### config.mk
export PLATFORM = sky130hd
export DESIGN_NAME = imem_fetch_seq
export DESIGN_NICKNAME = d
export VERILOG_FILES = /design/src/rtl/imem_fetch_seq.sv
export SDC_FILE = /design/constraint.sdc
export NUM_CORES = 1
export LEC_CHECK = 0
export BUFFER_PORTS_ARGS = -buffer_cell sky130_fd_sc_hd__buf_2
export CAP_MARGIN = 10
export CORE_AREA = 2 2 126 128
export CTS_BUF_LIST = sky130_fd_sc_hd__clkbuf_16
export CTS_CLUSTER_DIAMETER = 200
export DETAILED_ROUTE_END_ITERATION = 10
export DIE_AREA = 0 0 128 130
export PLACE_DENSITY = 0.7
export SLEW_MARGIN = 20
export SYNTH_ARGS = -nofsm -noshare
export SYNTH_HDL_FRONTEND = slang
export SYNTH_SLANG_ARGS = --single-unit
### constraint.sdc
create_clock -name clk -period 4.65 [get_ports clk]
set_clock_uncertainty 0.05 [all_clocks]
set_input_delay 0.465 -clock clk [delete_from_list [all_inputs] [get_ports clk]]
set_output_delay 0.465 -clock clk [all_outputs]
set_load 0.02 [all_outputs]
### src/rtl/imem_fetch_seq.sv
// imem_fetch_seq
//   Fetch sequencer between the PC logic and a byte-wide instruction memory.
//   Reads one byte per cycle and packs four bytes big-endian (lowest address
//   lands in [31:24]). The finished word is offered to IF/ID with a
//   valid/ready handshake. Redirects load a new PC from any state. A
//   misaligned or out-of-range PC parks the block in FAULT.
//
// Ports:
//   clk            clock, rising edge
//   rst_n          asynchronous active-low reset
//   redirect_valid load redirect_pc as the new fetch PC
//   redirect_pc    redirect target
//   mem_addr       byte address to the instruction memory (combinational)
//   mem_rdata      byte read back in the same cycle
//   ins_valid      ins_data/ins_pc hold a complete instruction
//   ins_ready      IF/ID accepts the instruction (0 = stall)
//   ins_data       assembled instruction
//   ins_pc         address of ins_data
//   fault          sticky misaligned/out-of-range indication
//   fetch_cnt      count of accepted handshakes, wraps
module imem_fetch_seq #(
  parameter logic [31:0] RESET_PC  = 32'h0000_0000,
  parameter int          MEM_BYTES = 512,
  parameter int          CNT_W     = 16
) (
  input  logic             clk,
  input  logic             rst_n,
  input  logic             redirect_valid,
  input  logic [31:0]      redirect_pc,
  output logic [31:0]      mem_addr,
  input  logic [7:0]       mem_rdata,
  output logic             ins_valid,
  input  logic             ins_ready,
  output logic [31:0]      ins_data,
  output logic [31:0]      ins_pc,
  output logic             fault,
  output logic [CNT_W-1:0] fetch_cnt
);

  typedef enum logic [1:0] {FETCH = 2'd0, HOLD = 2'd1, FAULT = 2'd2} state_t;

  state_t      state_reg, state_next;
  logic [31:0] pc_reg;
  logic [1:0]  idx_reg;
  logic [31:0] pc_plus4;
  logic        handshake;

  // A fetch is legal when the PC is word aligned and all four bytes lie
  // inside memory. The sum is formed in 33 bits so that a PC near 2^32
  // cannot wrap around into range.
  function automatic logic pc_legal(input logic [31:0] addr);
    logic [32:0] last_byte;
    last_byte = {1'b0, addr} + 33'd3;
    return (addr[1:0] == 2'b00) && (last_byte < 33'(MEM_BYTES));
  endfunction

  assign pc_plus4  = pc_reg + 32'd4;
  assign handshake = (state_reg == HOLD) && ins_valid && ins_ready;

  // State register
  always_ff @(posedge clk or negedge rst_n) begin
    if (!rst_n) state_reg <= FETCH;
    else        state_reg <= state_next;
  end

  // Next-state logic; a redirect overrides whatever the FSM would do
  always_comb begin
    state_next = state_reg;
    if (redirect_valid) begin
      state_next = pc_legal(redirect_pc) ? FETCH : FAULT;
    end else begin
      case (state_reg)
        FETCH: begin
          // Catches an illegal RESET_PC on the first edge after release
          if (!pc_legal(pc_reg))   state_next = FAULT;
          else if (idx_reg == 2'd3) state_next = HOLD;
        end
        HOLD: begin
          if (ins_ready) state_next = pc_legal(pc_plus4) ? FETCH : FAULT;
        end
        FAULT:   state_next = FAULT;
        default: state_next = FETCH;
      endcase
    end
  end

  // Output logic
  always_comb begin
    mem_addr = pc_reg;
    if (state_reg == FETCH) mem_addr = pc_reg + {30'd0, idx_reg};
  end

  // Datapath
  always_ff @(posedge clk or negedge rst_n) begin
    if (!rst_n) begin
      pc_reg    <= RESET_PC;
      idx_reg   <= 2'd0;
      ins_valid <= 1'b0;
      ins_data  <= 32'd0;
      ins_pc    <= 32'd0;
      fault     <= 1'b0;
      fetch_cnt <= '0;
    end else begin
      // A handshake still counts when it coincides with a redirect
      if (handshake) fetch_cnt <= fetch_cnt + CNT_W'(1);

      if (redirect_valid) begin
        pc_reg    <= redirect_pc;
        idx_reg   <= 2'd0;
        ins_valid <= 1'b0;
        fault     <= !pc_legal(redirect_pc);
      end else begin
        case (state_reg)
          FETCH: begin
            if (!pc_legal(pc_reg)) begin
              fault   <= 1'b1;
              idx_reg <= 2'd0;
            end else begin
              ins_data <= {ins_data[23:0], mem_rdata};
              idx_reg  <= idx_reg + 2'd1;  // wraps to 0 after the last byte
              if (idx_reg == 2'd3) begin
                ins_pc    <= pc_reg;
                ins_valid <= 1'b1;
              end
            end
          end
          HOLD: begin
            if (ins_ready) begin
              pc_reg    <= pc_plus4;
              ins_valid <= 1'b0;
              if (!pc_legal(pc_plus4)) fault <= 1'b1;
            end
          end
          default: ;
        endcase
      end
    end
  end

endmodule

==> results.cfg <==
[outcome]
status = complete, no violations

[cts]
post-cts-setup-buffer-count = 0
cts_buffers = 17
clock-sinks = 118
cts_root_buffer = clkbuf_16
cts_tree = yes
clk_pin_slew_worst_paths_ns = 0.06
clk_latency_ns = 0.41
clockBufferDepth = 2
cts.htree.levels = 4
cts_resized = 0

[critical_path]
critPathRequiredTime_ns = 4.89
cp_slowest_cell = or4_1
crit_path_cell_trace = ha_1, nand3_2, or4_1, o41ai_1, nand3_1, nor4_2, o211ai_1, a211oi_4, nand3b_4, or2_1, buf_4, and2_1
cp.arrival_ns = 4.50
max_stage_delay_ns = 0.87
end_kind = flip-flop
start_kind = flip-flop
critPathKind = reg2reg
crit_family = simple AND/OR/NAND/NOR gates
critical_path.max_fanout = 20
cp_num_buf_inv = 1

[timing]
fin_crit_ns = 4.25
rsz0062_at_grt = no
setup_violations = 0
hold_violations = 0
hold_ws_ns = 0.236
slew_headroom = 0.274
fmax_ghz = 0.235
setup_ws_ns = 0.396
setup-tns-final_ns = 0
fin_crit_sh = 0.915
slew_violations = 0
worst_pin_slew_ns = 1.09

[drt]
drt-wirelength-per-cell_um = 19.9
dr.pass1.iters = 5
avgViaCountPerCell = 6.10
drc = 0
met1_length_um = 10000
ant_nets = 0
wl_met3_um = 2080
wl_met2_um = 10600
drt-total-wl_um = 23400
vias = 7153
dr.max_layer_used = met4
drtIter0Drc = 713

[pwr]
p_leak_nw = 4.35
ir_drop_mv = 0.254
p_per_area_nw_per_um2 = 309
finalPower_mw = 2.80

[floorplan]
start_util = 0.489
row_count = 46
die_y_um = 130
dieArea_um2 = 16600
core_area_um2 = 15400
fp.dieW_um = 128
io_pins = 158

[final_layout]
n_fill_cell = 1391
final_cells = 1172
design_area_um2 = 9070
diodes = 0
fin_nets = 1019
drive_gt1_frac = 0.280
syn2layout_area_growth_pct = 20.3
utilization = 0.588
final_common_cell = buf_2
final_cell_mix = 156 x buf_2, 118 x dfrtp_1, 88 x nand2_1, 56 x xnor2_1, 54 x nor2_1

[yosys]
syn_inst = 823
synth_ff_type = dfrtp_1
ys_async_sr_fraction = 1.00
synth_edf_count = 0
synth_area_leaders = dfrtp_1 39%, xnor2_1 6.5%, mux2_2 5.7%, nand2_1 4.4%, nor2_1 2.7%
ys_types = 75
syn_nets = 874
synth_top_cell_by_area = dfrtp_1
avgSynthCellArea_um2 = 9.17
synth_top_cell_area_share = 0.391
yosysSeqAreaShare = 0.391
ys_seq_elements = 118
yosys_warnings = 0
netlist_area_um2 = 7540

[global_route]
grt_pass1_wl_um = 36700
grt-ovfl-total = 0
grt_pass1_vias = 6606
grt_max_degree = 55
grt_usage = 0.285
antenna_found_initial = 0

[placement]
detailed_place.area_um2 = 8500
hpwl_um = 17100
place_inst = 1140
port_buffers = 157
dp_worst_setup_slack_ns = 0.440
gp_congestion = 0.986

[hold_path]
hp-class = in2reg

[run]
cap_violations = 0
-- final cells by class --
cell class,instances,area [um2],share of cell area
multi-input combinational,628,4260,0.470
sequential,118,2950,0.325
timing repair buffer,182,978,0.108
clock buffer,17,425,0.0469
tap,192,240,0.0265
clock inverter,14,138,0.0152
inverter,21,78.8,0.00869
-- cells by family (layout without fill, tap and decap cells) --
group                    Yosys count  count (layout)  synth area share
AND/OR/NAND/NOR                  350             350             0.255
flip-flops                       118             118             0.391
AO/OA/AOI/OAI                    149             149             0.138
XOR/XNOR                          76              76            0.0882
buffers and inverters             77             234            0.0440
adder cells (fa/ha/maj)            7               7            0.0126
multiplexers                      46              46            0.0707
-- path summary, 6_finish.rpt --
path / from / to / slack, ns / cells after the start
max in group asynchronous: rst_n / ins_pc[6] / 3.00 / 3
setup reg to reg: pc_reg[2] / ins_pc[26] / 0.40 / 12
setup / recovery: pc_reg[2] / ins_pc[26] / 0.40 / 12
hold / removal: mem_rdata[5] / ins_data[5] / 0.24 / 2
min in group asynchronous: rst_n / ins_data[7] / 0.51 / 2
hold reg to reg: fetch_cnt[15] / fetch_cnt[15] / 0.42 / 1
-- layer usage --
metal	vias to the layer above	GRT usage
met5	-	0
met4	0	0.100
met3	51	0.0718
met2	341	0.439
met1	3485	0.392
li1	3276	-
-- worst register-to-register path, delay by kind of cell, from the launching register on --
family                     cells  cell delay (ns)
AOI/OAI and AO/OA              3             0.99
buffers and inverters          1             0.30
adders and majority gates      1             0.35
DFF                            1             0.36
and+or+nand+nor                7             2.10
-- timing repair --
action                                  in CTS  in global routing
endpoints found under the setup margin       0                  0
hold buffers                                 1                  0
endpoints found under the hold margin       31                  0
-- cells in the mapped netlist, types with 7 or more instances --
cell and instances:
o22ai_1 9, nor3_1 32, a21oi_1 27, xor2_1 20, a31oi_1 7, and3_1 17
and2_1 30, nand2_1 88, xnor2_1 56, or4_1 8, nand3_1 26, inv_1 21
a211oi_1 7, nor4_1 17, or3_1 8, o211ai_1 7, nand4_1 25, o21ai_0 32
clkbuf_1 39, dfrtp_1 118, buf_2 10, nor2_1 54, mux2_2 38
-- power by group --
group / switching (mW) / internal (mW) / total [mW]
combinational: 0.266 / 0.152 / 0.418
clock: 0.481 / 0.780 / 1.26
sequential: 0.0694 / 1.05 / 1.12
total: 0.817 / 1.99 / 2.80
Power figures use the tool's default switching activity.
